`config.mk`:
```
export PLATFORM = sky130hd
export DESIGN_NAME = wb_arbiter
export DESIGN_NICKNAME = d
export VERILOG_FILES = /design/src/rtl/wb_arbiter.sv
export SDC_FILE = /design/constraint.sdc
export NUM_CORES = 1
export LEC_CHECK = 0
export ABC_AREA = 0
export BUFFER_PORTS_ARGS = -buffer_cell sky130_fd_sc_hd__buf_2
export CORE_AREA = 2 2 580 582
export DETAILED_ROUTE_END_ITERATION = 10
export DIE_AREA = 0 0 582 584
export GPL_TIMING_DRIVEN = 0
export PLACE_DENSITY_LB_ADDON = 0.1
export SLEW_MARGIN = 25
export SYNTH_ARGS = -nofsm -noshare
export SYNTH_HDL_FRONTEND = slang
export SYNTH_SLANG_ARGS = --single-unit
```
`constraint.sdc`:
```
create_clock -name CLK -period 2.6 [get_ports CLK]
set_clock_uncertainty 0.2 [all_clocks]
set_input_delay 0.26 -clock CLK [delete_from_list [all_inputs] [get_ports CLK]]
set_output_delay 0.26 -clock CLK [all_outputs]
set_load 0.005 [all_outputs]
```
`src/rtl/wb_arbiter.sv`:
```
// N-master to 1-slave classic Wishbone arbiter: fixed-priority or round-robin
// selection, grant held until the transfer terminates, watchdog converts a stalled slave into RTY.
module wb_arbiter #(
    parameter int NUM_MASTERS = 2,
    parameter int ADR_W       = 27,
    parameter int DAT_W       = 256,
    parameter int SEL_W       = 32,
    parameter int RR_MODE     = 0,
    parameter int TIMEOUT     = 255
) (
    input  logic                         CLK,
    input  logic                         RST,
    input  logic [NUM_MASTERS-1:0]       m_cyc,
    input  logic [NUM_MASTERS-1:0]       m_stb,
    input  logic [NUM_MASTERS-1:0]       m_we,
    input  logic [NUM_MASTERS*ADR_W-1:0] m_adr,
    input  logic [NUM_MASTERS*DAT_W-1:0] m_dat_w,
    input  logic [NUM_MASTERS*SEL_W-1:0] m_sel,
    output logic [DAT_W-1:0]             m_dat_r,
    output logic [NUM_MASTERS-1:0]       m_ack,
    output logic [NUM_MASTERS-1:0]       m_rty,
    output logic                         s_cyc,
    output logic                         s_stb,
    output logic                         s_we,
    output logic [ADR_W-1:0]             s_adr,
    output logic [DAT_W-1:0]             s_dat_w,
    output logic [SEL_W-1:0]             s_sel,
    input  logic [DAT_W-1:0]             s_dat_r,
    input  logic                         s_ack,
    input  logic                         s_rty,
    output logic [NUM_MASTERS-1:0]       grant,
    output logic                         timeout_err
);

    localparam int IDX_W = $clog2(NUM_MASTERS);
    localparam int CNT_W = (TIMEOUT > 0) ? $clog2(TIMEOUT + 1) : 1;

    typedef enum logic [1:0] {
        IDLE    = 2'd0,
        BUSY    = 2'd1,
        RELEASE = 2'd2
    } state_t;

    state_t                 state_r;
    state_t                 state_nxt_s;
    logic [NUM_MASTERS-1:0] grant_r;
    logic [NUM_MASTERS-1:0] grant_nxt_s;
    logic [NUM_MASTERS-1:0] req_s;
    logic [IDX_W-1:0]       owner_r;
    logic [IDX_W-1:0]       last_owner_r;
    logic [IDX_W-1:0]       win_idx_s;
    logic [IDX_W-1:0]       cand_s;
    logic                   win_vld_s;
    logic [CNT_W-1:0]       wd_cnt_r;
    logic                   busy_s;
    logic                   own_cyc_s;
    logic                   term_s;
    logic                   abort_s;
    logic                   wd_fire_s;

    assign req_s     = m_cyc & m_stb;
    assign busy_s    = (state_r == BUSY);
    assign own_cyc_s = m_cyc[owner_r];
    assign term_s    = busy_s & (s_ack | s_rty);
    assign abort_s   = busy_s & ~term_s & ~own_cyc_s;
    // Expiry lands in the TIMEOUT-th BUSY cycle: the counter holds BUSY cycles already elapsed.
    assign wd_fire_s = busy_s & (TIMEOUT != 0) & ~term_s & own_cyc_s
                     & (wd_cnt_r == CNT_W'(TIMEOUT - 1));

    // Winner selection: scan candidates in priority order, first requester wins.
    always_comb begin
        win_idx_s = '0;
        win_vld_s = 1'b0;
        cand_s    = '0;
        for (int k = 0; k < NUM_MASTERS; k++) begin
            cand_s    = (RR_MODE != 0) ? IDX_W'((int'(last_owner_r) + 1 + k) % NUM_MASTERS)
                                       : IDX_W'(k);
            win_idx_s = (req_s[cand_s] && !win_vld_s) ? cand_s : win_idx_s;
            win_vld_s = win_vld_s | req_s[cand_s];
        end
    end

    // Next-state, next-grant and slave/master-side forwarding.
    always_comb begin
        state_nxt_s = state_r;
        grant_nxt_s = grant_r;
        s_cyc       = busy_s & own_cyc_s & ~wd_fire_s;
        s_stb       = busy_s & m_stb[owner_r] & ~wd_fire_s;
        s_we        = 1'b0;
        s_adr       = '0;
        s_dat_w     = '0;
        s_sel       = '0;
        m_ack       = '0;
        m_rty       = '0;
        m_dat_r     = s_dat_r;
        timeout_err = wd_fire_s;
        grant       = grant_r;
        case (state_r)
            IDLE: begin
                if (win_vld_s) begin
                    state_nxt_s          = BUSY;
                    grant_nxt_s          = '0;
                    grant_nxt_s[win_idx_s] = 1'b1;
                end else begin
                    state_nxt_s = IDLE;
                end
            end
            BUSY: begin
                s_we           = m_we[owner_r];
                s_adr          = m_adr[int'(owner_r)*ADR_W +: ADR_W];
                s_dat_w        = m_dat_w[int'(owner_r)*DAT_W +: DAT_W];
                s_sel          = m_sel[int'(owner_r)*SEL_W +: SEL_W];
                m_ack[owner_r] = s_ack;
                m_rty[owner_r] = (s_rty & ~s_ack) | wd_fire_s;
                if (term_s || abort_s || wd_fire_s) begin
                    state_nxt_s = RELEASE;
                    grant_nxt_s = '0;
                end else begin
                    state_nxt_s = BUSY;
                end
            end
            RELEASE: begin
                state_nxt_s = IDLE;
                grant_nxt_s = '0;
            end
            default: begin
                state_nxt_s = IDLE;
                grant_nxt_s = '0;
            end
        endcase
    end

    // State, grant, owner tracking and watchdog counter.
    always_ff @(posedge CLK) begin
        if (RST) begin
            state_r      <= IDLE;
            grant_r      <= '0;
            owner_r      <= '0;
            last_owner_r <= IDX_W'(NUM_MASTERS - 1);
            wd_cnt_r     <= '0;
        end else begin
            state_r <= state_nxt_s;
            grant_r <= grant_nxt_s;
            if (state_r == IDLE && win_vld_s) begin
                owner_r <= win_idx_s;
            end
            if (term_s) begin
                last_owner_r <= owner_r;
            end
            if (state_r != BUSY) begin
                wd_cnt_r <= '0;
            end else if (wd_cnt_r != CNT_W'(TIMEOUT)) begin
                wd_cnt_r <= wd_cnt_r + CNT_W'(1);
            end
        end
    end

endmodule

```
==> metrics.cfg <==
[grt]
first_global_vias = 13600
use_met1 = 0.121
grt.met3_usage = 0.0564
grt_busiest_layer = met2
grt_start_max_net_pins = 11
grt_overflow_total = 0
met2_usage = 0.197
grt_usage = 0.112
grt_pass1_wl_mm = 229
grt_antenna_before_repair = 199

[worst_setup_path]
crit_fanout = 10
required_ns = 2.14
arrival_ns = 2.12
path_class = flip-flop to output port
start_kind = flip-flop
critPathCaptureType = output port

[route]
ant_nets = 0
drt_iter0_markers = 533
first_pass_iters = 4
wl_per_cell_um = 30.0
routed_wl_mm = 201
vias = 13400
drc = 0
viasPerCell = 2.00

[die]
start_util = 0.0220
ioPinCount = 1477
die_h_um = 584
core_um2 = 333000
die_area_um2 = 340000
die_w_um = 582
rows = 212

[clock_tree]
cts_max_level = 1
cts_buffers = 3
ctsHoldBuffers = 0
tritoncts = yes
cts_buffer_depth = 2
path_clk_slew_ns = 0.05
clock-sinks = 13
clkLatencyLatePin_ns = 0.25
root_buffer = clkbuf_16

[synthesis]
synthesis.nets = 1944
yosysTopAreaCellShare = 0.434
netlist_instances = 1046
synth_top_flop_cell = dfxtp_1
ys_seq_area_frac = 0.0355
yosys.area.top_type = mux2i_1
synth-edff-count = 0
async_reset_ff_frac = 0
synth_warnings = 0
yosysUniqueCellTypes = 37
syn_area_um2 = 7330
synth-seq-cells = 13
synth.avg_cell_area_um2 = 7.00
synth_area_leaders = mux2i_1, buf_4, nor2_1, dfxtp_1, buf_2

[final_layout]
fin_util = 0.0617
nets = 3175
fin_area_um2 = 20500
drive_above_1_share = 0.745
final_cells = 6709
final_common_cell = buf_2
mostFrequentLayoutCells = buf_2, nor2_1, buf_4
area_delta_synth_final_pct = 180

[sta]
fin_crit_ns = 2.58
rsz0062_at_grt = true
setup_violations = 0
finalMaxSlewViolations = 0
fmax_mhz = 387
finalSetupTns_ns = 0
hold_slack_ns = 0.0947
slew_headroom = 0.485
finalHoldViolations = 0
fin_crit_sh = 0.993
worst_pin_slew_ns = 0.757

[flow_run]
maxCapViolCount = 0

[worst_hold_path]
min_path_type = primary input to flip-flop

[power]
irDropWorstVdd_mv = 0.153
p_leak_nw = 8.74
power_density_nw_per_um2 = 210

[placement]
place_area_um2 = 19100
dp_cells = 6656
portBuffers = 1220
dp_hpwl_mm = 194
gp_congestion = 0.924

[status]
status = completed

## cell type report
class                   instances  area (um^2)
fillers                     39600       312000
repair buffers               1227         6220
multi-input cells             701         5830
well taps                    4387         5490
plain buffers                 327         2510
flip-flops and latches         13          262
diodes                         46          115
clock buffers                   4         78.8
inverters                       4         15.0
## per-layer routing
layer | share of wire | wire length [um] | vias up
met5 | 0.0023 | 455 | -
met4 | 0.025 | 5060 | 64
met3 | 0.13 | 25600 | 292
met2 | 0.49 | 97700 | 1166
met1 | 0.36 | 72400 | 6175
li1 | - | - | 5747
## worst max-delay path, cell delays in order (launching register included)
cell	delay, ns
dfxtp_2	0.33
buf_12	0.14
buf_6	0.30
buf_4	0.35
mux2i_2	0.43
nor2_1	0.09
buf_2	0.16
## cell families (layout without fill, tap and decap cells)
family	count (synthesis)	count (layout)	synth area share
simple gates	357	357	0.197
buf+inv	332	1562	0.307
mux	319	319	0.436
compound gates	21	21	0.0191
flops	13	13	0.0355
fa+ha+maj	2	2	0.00341
xor+xnor	2	2	0.00239
other cells	0	46	0
## per-stage QoR
| stage | total power, mW | setup WS, ns |
|---|---|---|
| after detailed placement | 3.84 | -1.15 |
| after CTS | 4.48 | -0.0516 |
| after global placement | 3.82 | -2.47 |
| after floorplan | 1.34 | 0.776 |
| final | 4.30 | 0.0171 |
| after global routing | 4.60 | -0.0204 |
## worst paths after layout
kind / from / end / slack, ns / cells after the start
setup / recovery: owner_r$_SDFFE_PP0P_ / s_dat_w[236] / 0.02 / 6
hold reg to reg: grant[1]$_SDFFE_PP0P_ / grant[1]$_SDFFE_PP0P_ / 0.30 / 2
setup reg to reg: wd_cnt_r[0]$_SDFFE_PP0P_ / wd_cnt_r[1]$_SDFFE_PP0P_ / 0.91 / 4
hold / removal: RST / grant[0]$_SDFFE_PP0P_ / 0.09 / 2
## flip-flops by register name, indices dropped and copies added, names as in the netlist
signal	flops
wd_cnt_r	8
grant	2
state_r	2
owner_r	1
## report_power, final
group          switching (mW)  total, mW  internal, mW  leakage (nW)
Combinational            2.25       3.79          1.54          8.60
Sequential            0.00775      0.214         0.206         0.106
Clock                  0.0935      0.301         0.208        0.0384
## timing repair
action | CTS | global route
cloned | 0 | 0
buffers inserted | 4 | 0
pin swaps | 1 | 1
setup endpoints to repair | 322 | 49
resized for setup | 264 | 24
## synthesized netlist by cell type, types with 2 or more instances
cell type	number
o21ai_0	3
nand2_1	5
a31oi_1	3
buf_1	3
a211oi_1	2
nand3_1	4
buf_4	256
ha_1	2
dfxtp_1	13
nor2_1	322
and3_1	2
nor4bb_1	2
a21oi_1	6
inv_1	4
clkbuf_1	35
buf_2	34
nor3_1	7
nor4b_1	2
nand2b_1	3
nor3b_1	3
xnor2_1	2
mux2i_1	318
Power figures use the tool's default switching activity.
